$ cat src/rtl/uart_rx_os.sv
// -----------------------------------------------------------------------------
// uart_rx_os
//
// Oversampling UART receiver running entirely in the sysclk domain. Bit timing
// comes from a one-cycle baud tick (OVERSAMPLING ticks per bit). Each bit is
// decided by a 3-sample majority vote around the bit centre. Completed words
// are presented on a valid/ready holder with per-word parity and framing flags.
// A frame that completes while an unaccepted word is held is dropped, and
// overrun_err_out pulses for one cycle.
//
// Ports
//   sysclk_in        system clock (only clock)
//   rst_in           asynchronous active-high reset
//   baud_tick_in     one-cycle pulse, OVERSAMPLING pulses per bit period
//   rx_serial_in     raw serial line (idles high), synchronised internally
//   rx_data_out      received word, stable while rx_valid_out = 1
//   rx_valid_out     word available
//   rx_ready_in      consumer accepts the word when valid & ready
//   parity_err_out   parity mismatch on the presented word
//   frame_err_out    a stop bit of the presented word was sampled low
//   overrun_err_out  one-cycle pulse when a completed frame is dropped
//   busy_out         high whenever the receiver is not idle
// -----------------------------------------------------------------------------
module uart_rx_os #(
    parameter int OVERSAMPLING = 16,
    parameter int DATA_BITS    = 8,
    parameter int PARITY_EN    = 0,
    parameter int PARITY_ODD   = 0,
    parameter int STOP_BITS    = 1
) (
    input  logic                 sysclk_in,
    input  logic                 rst_in,
    input  logic                 baud_tick_in,
    input  logic                 rx_serial_in,
    output logic [DATA_BITS-1:0] rx_data_out,
    output logic                 rx_valid_out,
    input  logic                 rx_ready_in,
    output logic                 parity_err_out,
    output logic                 frame_err_out,
    output logic                 overrun_err_out,
    output logic                 busy_out
);

    localparam int CW  = $clog2(OVERSAMPLING);
    localparam int BW  = $clog2(DATA_BITS);
    localparam int MID = OVERSAMPLING / 2;

    // Sample points: counts MID-1 and MID are stored, MID+1 is the decision.
    localparam logic [CW-1:0] CNT_S0   = CW'(MID - 1);
    localparam logic [CW-1:0] CNT_S1   = CW'(MID);
    localparam logic [CW-1:0] CNT_DEC  = CW'(MID + 1);
    localparam logic [CW-1:0] CNT_LAST = CW'(OVERSAMPLING - 1);
    localparam logic [BW-1:0] BIT_LAST = BW'(DATA_BITS - 1);
    localparam logic          PAR_ODD  = (PARITY_ODD != 0);
    localparam logic          PAR_EN   = (PARITY_EN != 0);
    localparam logic          ONE_STOP = (STOP_BITS == 1);

    typedef enum logic [2:0] {
        ST_IDLE,
        ST_START,
        ST_DATA,
        ST_PARITY,
        ST_STOP
    } state_t;

    state_t state_reg;
    state_t state_next;

    // -------------------------------------------------------------------------
    // Two-flop synchroniser, preset to the idle level so reset never looks
    // like a start bit.
    // -------------------------------------------------------------------------
    logic [1:0] sync_reg;
    logic       rxs;

    generate
        for (genvar gi = 0; gi < 2; gi++) begin : g_sync
            if (gi == 0) begin : g_first
                always_ff @(posedge sysclk_in or posedge rst_in) begin
                    if (rst_in) begin
                        sync_reg[gi] <= 1'b1;
                    end else begin
                        sync_reg[gi] <= rx_serial_in;
                    end
                end
            end else begin : g_next
                always_ff @(posedge sysclk_in or posedge rst_in) begin
                    if (rst_in) begin
                        sync_reg[gi] <= 1'b1;
                    end else begin
                        sync_reg[gi] <= sync_reg[gi-1];
                    end
                end
            end
        end
    endgenerate

    assign rxs = sync_reg[1];

    // -------------------------------------------------------------------------
    // Tick counter. Held at zero while idle, so the start-detect tick clears
    // it; afterwards it free-runs through every wrap until the frame ends,
    // keeping later bit centres aligned to the start edge.
    // -------------------------------------------------------------------------
    logic [CW-1:0] cnt_reg;

    always_ff @(posedge sysclk_in or posedge rst_in) begin
        if (rst_in) begin
            cnt_reg <= '0;
        end else if (state_reg == ST_IDLE) begin
            cnt_reg <= '0;
        end else if (baud_tick_in) begin
            if (cnt_reg == CNT_LAST) begin
                cnt_reg <= '0;
            end else begin
                cnt_reg <= cnt_reg + CW'(1);
            end
        end
    end

    // -------------------------------------------------------------------------
    // Majority vote: two stored samples plus the live sample at the decision.
    // -------------------------------------------------------------------------
    logic samp0_reg;
    logic samp1_reg;
    logic dec_tick;
    logic vote;

    always_ff @(posedge sysclk_in or posedge rst_in) begin
        if (rst_in) begin
            samp0_reg <= 1'b1;
            samp1_reg <= 1'b1;
        end else if (baud_tick_in) begin
            if (cnt_reg == CNT_S0) begin
                samp0_reg <= rxs;
            end
            if (cnt_reg == CNT_S1) begin
                samp1_reg <= rxs;
            end
        end
    end

    assign dec_tick = baud_tick_in && (state_reg != ST_IDLE) && (cnt_reg == CNT_DEC);
    assign vote     = (samp0_reg & samp1_reg) | (samp0_reg & rxs) | (samp1_reg & rxs);

    // -------------------------------------------------------------------------
    // Frame bookkeeping registers
    // -------------------------------------------------------------------------
    logic [DATA_BITS-1:0] shift_reg;
    logic [DATA_BITS-1:0] shift_next;
    logic [BW-1:0]        bit_idx_reg;
    logic                 stop_idx_reg;
    logic                 par_flag_reg;
    logic                 frame_flag_reg;
    logic                 stop_last;
    logic                 par_expected;

    // Right-shift: each new bit enters at the MSB, so after DATA_BITS shifts
    // the first (LSB) bit received has reached bit 0.
    generate
        for (genvar gi = 0; gi < DATA_BITS; gi++) begin : g_shift
            if (gi == DATA_BITS - 1) begin : g_top
                assign shift_next[gi] = vote;
            end else begin : g_low
                assign shift_next[gi] = shift_reg[gi+1];
            end
        end
    endgenerate

    assign stop_last    = ONE_STOP || stop_idx_reg;
    assign par_expected = (^shift_reg) ^ PAR_ODD;

    // -------------------------------------------------------------------------
    // FSM: state register
    // -------------------------------------------------------------------------
    always_ff @(posedge sysclk_in or posedge rst_in) begin
        if (rst_in) begin
            state_reg <= ST_IDLE;
        end else begin
            state_reg <= state_next;
        end
    end

    // -------------------------------------------------------------------------
    // FSM: next-state logic. Nothing advances without a baud tick.
    // -------------------------------------------------------------------------
    always_comb begin
        state_next = state_reg;
        case (state_reg)
            ST_IDLE: begin
                if (baud_tick_in && !rxs) begin
                    state_next = ST_START;
                end
            end
            ST_START: begin
                if (dec_tick) begin
                    state_next = vote ? ST_IDLE : ST_DATA;
                end
            end
            ST_DATA: begin
                if (dec_tick && (bit_idx_reg == BIT_LAST)) begin
                    state_next = PAR_EN ? ST_PARITY : ST_STOP;
                end
            end
            ST_PARITY: begin
                if (dec_tick) begin
                    state_next = ST_STOP;
                end
            end
            ST_STOP: begin
                // Leaving at the decision tick, not the bit end, lets a start
                // bit that follows immediately be caught on time.
                if (dec_tick && stop_last) begin
                    state_next = ST_IDLE;
                end
            end
            default: state_next = ST_IDLE;
        endcase
    end

    // -------------------------------------------------------------------------
    // FSM: output / control decode
    // -------------------------------------------------------------------------
    logic frame_start;
    logic shift_en;
    logic par_chk;
    logic stop_chk;
    logic commit;

    always_comb begin
        busy_out    = (state_reg != ST_IDLE);
        frame_start = (state_reg == ST_IDLE) && baud_tick_in && !rxs;
        shift_en    = (state_reg == ST_DATA) && dec_tick;
        par_chk     = (state_reg == ST_PARITY) && dec_tick;
        stop_chk    = (state_reg == ST_STOP) && dec_tick;
        commit      = (state_reg == ST_STOP) && dec_tick && stop_last;
    end

    // -------------------------------------------------------------------------
    // Datapath: shift register, bit indices, per-frame error flags
    // -------------------------------------------------------------------------
    always_ff @(posedge sysclk_in or posedge rst_in) begin
        if (rst_in) begin
            shift_reg      <= '0;
            bit_idx_reg    <= '0;
            stop_idx_reg   <= 1'b0;
            par_flag_reg   <= 1'b0;
            frame_flag_reg <= 1'b0;
        end else begin
            if (frame_start) begin
                bit_idx_reg    <= '0;
                stop_idx_reg   <= 1'b0;
                par_flag_reg   <= 1'b0;
                frame_flag_reg <= 1'b0;
            end
            if (shift_en) begin
                shift_reg <= shift_next;
                if (bit_idx_reg == BIT_LAST) begin
                    bit_idx_reg <= '0;
                end else begin
                    bit_idx_reg <= bit_idx_reg + BW'(1);
                end
            end
            if (par_chk) begin
                par_flag_reg <= (vote != par_expected);
            end
            if (stop_chk) begin
                stop_idx_reg <= ~stop_idx_reg;
                if (!vote) begin
                    frame_flag_reg <= 1'b1;
                end
            end
        end
    end

    // -------------------------------------------------------------------------
    // Output holder. The last stop vote is folded in directly since the frame
    // flag register would only see it one cycle after the commit.
    // -------------------------------------------------------------------------
    logic [DATA_BITS-1:0] data_reg;
    logic                 valid_reg;
    logic                 perr_reg;
    logic                 ferr_reg;
    logic                 overrun_reg;
    logic                 accept;
    logic                 load;

    assign accept = valid_reg && rx_ready_in;
    assign load   = commit && (!valid_reg || rx_ready_in);

    always_ff @(posedge sysclk_in or posedge rst_in) begin
        if (rst_in) begin
            data_reg    <= '0;
            valid_reg   <= 1'b0;
            perr_reg    <= 1'b0;
            ferr_reg    <= 1'b0;
            overrun_reg <= 1'b0;
        end else begin
            overrun_reg <= commit && valid_reg && !rx_ready_in;
            if (load) begin
                data_reg  <= shift_reg;
                perr_reg  <= par_flag_reg;
                ferr_reg  <= frame_flag_reg | ~vote;
                valid_reg <= 1'b1;
            end else if (accept) begin
                valid_reg <= 1'b0;
            end
        end
    end

    assign rx_data_out     = data_reg;
    assign rx_valid_out    = valid_reg;
    assign parity_err_out  = perr_reg;
    assign frame_err_out   = ferr_reg;
    assign overrun_err_out = overrun_reg;

endmodule

$ cat config.mk
export PLATFORM = sky130hd
export DESIGN_NAME = uart_rx_os
export DESIGN_NICKNAME = d
export VERILOG_FILES = /design/src/rtl/uart_rx_os.sv
export SDC_FILE = /design/constraint.sdc
export NUM_CORES = 1
export LEC_CHECK = 0
export BUFFER_PORTS_ARGS = -buffer_cell sky130_fd_sc_hd__buf_2
export CORE_UTILIZATION = 41
export CTS_BUF_LIST = sky130_fd_sc_hd__clkbuf_8
export DETAILED_ROUTE_END_ITERATION = 8
export SLEW_MARGIN = 15
export SYNTH_ARGS = -nofsm -noshare
export SYNTH_HDL_FRONTEND = slang
export SYNTH_SLANG_ARGS = --single-unit
$ cat constraint.sdc
create_clock -name sysclk_in -period 2 [get_ports sysclk_in]
set_input_delay 0.2 -clock sysclk_in [delete_from_list [all_inputs] [get_ports sysclk_in]]
set_output_delay 0.2 -clock sysclk_in [all_outputs]
set_load 0.03 [all_outputs]
# Yosys cells after proc, flatten, opt, wreduce, memory -nomap -nowiden
# Cells that the tools add are included.
# op_classes
add_sub_neg	2
mux	20
n_eq_ne	15
bitwise_logic	7
n_reduce_logical	27
# ops
operator	n
$mux 3	8
$pmux 3 s5	1
$logic_and 1x1->1	13
$eq 4x4->1 const B	3
$mux 4	3
$ne 2x2->1 const B	5
$reduce_bool 2->1	4
$reduce_xor 8->1	1
$mux 1	7
$eq 3x2->1 const B	2
$eq 3x3->1 const B	2
$reduce_and 5->1	1
$add 4x1->4 const B	1
$eq 4x3->1 const B	1
$reduce_and 2->1	2
$add 3x1->3 const B	1
$and 1x1->1	3
$eq 3x1->1 const B	1
$logic_not 1->1	3
$logic_not 3->1	1
$or 1x1->1	3
$reduce_bool 3->1	1
$mux 2	1
$logic_or 1x1->1	1
2 further kinds	2
# word_totals
elab_cells	86
reg_bits	36
inputBits	5
output_inout_bits	13

# Longest topological paths before layout
# depth
word_depth	6
mapped_depth	7
ltp_nobuf	6

# Least setup slack after synthesis
# Ideal clock, no wire load.
# synth_timing
kind	register -> register
from	register cnt_reg[1]
to	register shift_reg[0]
arrival_time_ps	1555
path_slack_ps	320
synth_period_minus_slack_ps	1680
setup_ps	125
path_stages_with_launch	7
t_required_ps	1875
path_buffers	1
cell_sequence	dfrtp_1 inv_1 ha_1 nand4b_2 nor4_4 buf_6 mux2_2
# synth_between
elab_chain_len	3
# synth_lines
item	line	source
start, declared	105	logic [CW-1:0] cnt_reg;
start signal, assigned	116	cnt_reg <= cnt_reg + CW'(1);
$eq 4x4->1	143	assign dec_tick = baud_tick_in && (state_reg != ST_IDLE) && (cnt_reg == CNT_DEC);
$logic_and 1x1->1	143	
$logic_and 1x1->1	233	shift_en = (state_reg == ST_DATA) && dec_tick;
end signal, assigned	257	shift_reg <= shift_next;
end, declared	149	logic [DATA_BITS-1:0] shift_reg;
# Every way passes these cells.
# A chain may end at the register's enable or synchronous reset.

# Worst setup path after layout
# layout_timing
from	register cnt_reg[1]
to	register data_reg[3] (netlist: rx_data_out[3])
# layout_between
elab_chain_len	4
# layout_lines
item	line	source
$eq 4x4->1	143	
$logic_and 1x1->1	143	
$logic_and 1x1->1	236	commit = (state_reg == ST_STOP) && dec_tick && stop_last;
$logic_and 1x1->1	289	assign load = commit && (!valid_reg || rx_ready_in);
end signal, assigned	301	data_reg <= shift_reg;
end, declared	280	logic [DATA_BITS-1:0] data_reg;
# Every way passes these cells.

==> results.sh <==
export IMPL_cts_resized=0
export IMPL_cts_htree_levels=2
export IMPL_cpMaxStageDelayCell="dfrtp_1"
export IMPL_met1_usage_pct=20.09
export IMPL_hold_class="in2async"
export IMPL_initial_core_util_pct=44.26
export IMPL_p_total_mw=1.723
export IMPL_grt_setup_unrepaired="no"
export IMPL_fin_hold_ws_ns=-0.001312
export IMPL_grt_use_met3_pct=4.655
export IMPL_vias_per_cell=5.034
export IMPL_ys_warn_count=0
export IMPL_synth_seq_cells=36
export IMPL_dp_hpwl_microns=1938
export IMPL_crit_buf_inv=1
export IMPL_vdd_drop_max_mv=0.5113
export IMPL_critPathLaunchType="flip-flop"
export IMPL_coreArea_sq_um=3771
export IMPL_hold_violations=3
export IMPL_p_clk_share_pct=30.5
export IMPL_syn_num_nets=143
export IMPL_grt_first_pass_wirelength_microns=4740
export IMPL_max_slew_margin_pct=69.84
export IMPL_dp_slack_ns=0.1309
export IMPL_cts_buffers=5
export IMPL_p_int_mw=1.219
export IMPL_finalCritPeriodShare_pct=92.83
export IMPL_cts_tree="done"
export IMPL_dominantRegCellSynth="dfrtp_1"
export IMPL_p_per_area_nw_per_um2=907.8
export IMPL_clk_path_buf_depth=2
export IMPL_stdcell_count=206
export IMPL_wl_per_cell_microns=13.47
export IMPL_post_route_util_pct=50.33
export IMPL_critPathMaxStageDelay_ns=0.42
export IMPL_outcome="finished with violations"
export IMPL_power_switching_mw=0.5039
export IMPL_nets=167
export IMPL_dr_pass1_iters=4
export IMPL_clk_latency_ns=0.29
export IMPL_grt_max_degree=37
export IMPL_drive_gt1_share_pct=36.08
export IMPL_ys_seq_area_share_pct=54.27
export IMPL_grt_pass1_vias=1048
export IMPL_die_area_sq_um=4330
export IMPL_p_leak_nw=0.9619
export IMPL_cp_end_kind="flip-flop"
export IMPL_wl_microns=2775
export IMPL_syn_area_per_cell_sq_um=12.55
export IMPL_fmax_mhz=538.6
export IMPL_sw_frac_of_total_pct=29.24
export IMPL_worst_slew_pin_slew_ns=0.4523
export IMPL_dp_cells=197
export IMPL_cts_setup_buffers=0
export IMPL_power_frac_seq_pct=51.8
export IMPL_reg2reg_depth=5
export IMPL_crit_path_cell_trace="inv_1 -> ha_1 -> and4b_2 -> nand4_2 -> mux2_2"
export IMPL_clock_skew_ns=0.005086
export IMPL_clkSlewWorstSetupHoldPaths_ns=0.07
export IMPL_worst_path_stages=5
export IMPL_tns_ns=0
export IMPL_ys_types=34
export IMPL_slew_viol_final=0
export IMPL_antenna_left=0
export IMPL_comb_power_share_pct=17.7
export IMPL_antenna_found_initial=0
export IMPL_synth_edf_count=0
export IMPL_period_minus_slack_ns=1.857
export IMPL_cts_root_buf="clkbuf_8"
export IMPL_netlist_instances=133
export IMPL_row_count=22
export IMPL_remaining_drc_errors=0
export IMPL_die_x_microns=65.81
export IMPL_grt_overflow=0
export IMPL_port_buffers=17
export IMPL_cts_sinks=36
export IMPL_num_vias=1037
export IMPL_final_cell_area_sq_um=1898
export IMPL_fin_ws_ns=0.1433
export IMPL_diodes=0
export IMPL_area_delta_synth_final_pct=13.72
export IMPL_setup_violations=0
export IMPL_busiest_layer="met2"
export IMPL_cp_max_fo=11
export IMPL_use_met2_pct=21.17
export IMPL_async_flop_share_pct=100.0
export IMPL_violations="hold timing"
export IMPL_grt_usage_pct=14.93
export IMPL_place_congestion=0.8198
export IMPL_drt_iter0_markers=92
export IMPL_cp_data_arrival_time_ns=2.03
export IMPL_drv_cap=0
export IMPL_critPathKind="reg2reg"
export IMPL_die_h_microns=65.81
export IMPL_boundaryPins=18
export IMPL_placed_area_sq_um=1795
export IMPL_required_ns=2.17
export IMPL_syn_cell_area_sq_um=1669
export IMPL_cpLargestDelayFamily="simple AND/OR/NAND/NOR gates"
layout make-up:
| cell class | instances | area [sq um] |
|---|---|---|
| Fill cell | 324 | 1873 |
| Sequential cell | 36 | 905.9 |
| Multi-Input combinational cell | 87 | 699.4 |
| Timing Repair Buffer | 21 | 117.6 |
| Clock buffer | 6 | 82.58 |
| Tap cell | 48 | 60.06 |
| Inverter | 6 | 22.52 |
| Clock inverter | 2 | 10.01 |
final timing paths:
check / from / end / slack, ns
max reg2reg: cnt_reg[1] / rx_data_out[3] / 0.14
min reg2reg: sync_reg[0] / rxs / 0.36
max in group asynchronous: rst_in / samp1_reg / 1.66
max: cnt_reg[1] / rx_data_out[3] / 0.14
min in group sysclk_in: rx_ready_in / overrun_err_out / 0.24
min: rst_in / cnt_reg[1] / -0.001
tightest hold or removal path, delay by kind of cell:
| kind | cells | cell delay [ns] |
|---|---|---|
| buffers and inverters | 3 | 0.51 |
power groups by stage:
stage	Sequential (mW)	Combinational, mW	Clock, mW
6_report	0.892	0.305	0.526
3_3_place_gp	0.898	0.296	0
3_5_place_dp	0.903	0.309	0
2_1_floorplan	0.881	0.240	0
5_1_grt	0.902	0.345	0.569
4_1_cts	0.892	0.309	0.538
routing by layer:
metal / routed length, microns / vias to the layer above
met5: 0 / -
met4: 75 / 0
met3: 122 / 9
met2: 1152 / 22
met1: 1425 / 499
li1: - / 507
Yosys cell counts, types with 2 or more instances:
cell / n / area, sq um
ha_1: 5 / 62.56
xnor2_1: 5 / 43.79
nor2_1: 8 / 30.03
buf_6: 3 / 33.78
dfstp_2: 4 / 105.1
mux2_2: 20 / 225.2
a21oi_1: 3 / 15.01
nand3_1: 3 / 15.01
o31ai_1: 2 / 15.01
dfrtp_1: 32 / 800.8
nand2_1: 14 / 52.55
o21ai_0: 7 / 35.03
inv_1: 6 / 22.52
cells in the final DEF, fill, tap and decap left out:
cell,count
inv_1,6
o32ai_1,1
mux2i_1,1
buf_4,3
nor4_1,1
nand4b_1,1
a21oi_1,3
dfstp_2,4
xnor2_1,5
nand2_1,14
nor3_1,1
nor2_1,8
or3_1,1
clkbuf_8,6
dlygate4sd3_1,1
nand4_2,1
nor2b_1,1
ha_1,5
buf_2,17
xnor3_1,1
nand3_1,3
o31ai_1,2
mux2_2,20
nand2b_1,1
xor2_1,1
xnor2_2,1
clkinv_2,2
a31oi_1,1
maj3_1,1
dfrtp_1,32
and3_1,1
and4b_2,1
or4b_1,1
o21ai_0,7
nand4b_2,1
nor4_4,1
nand3b_1,1
cell families after synthesis:
| family | after synthesis | synth area share [%] |
|---|---|---|
| XOR/XNOR | 8 | 5.472 |
| buffers and inverters | 10 | 3.823 |
| AND/OR/NAND/NOR | 38 | 13.19 |
| adder cells (fa/ha/maj) | 6 | 4.348 |
| AO/OA/AOI/OAI | 14 | 4.797 |
| flip-flops | 36 | 54.27 |
| multiplexers | 21 | 14.09 |
repair_timing:
| action | 4_1_cts | 5_1_grt |
|---|---|---|
| hold buffers | 1 | 0 |
| endpoints found under the setup margin | 0 | 0 |
| hold endpoints to repair | 1 | 0 |
(Power assumes the default switching activity.)
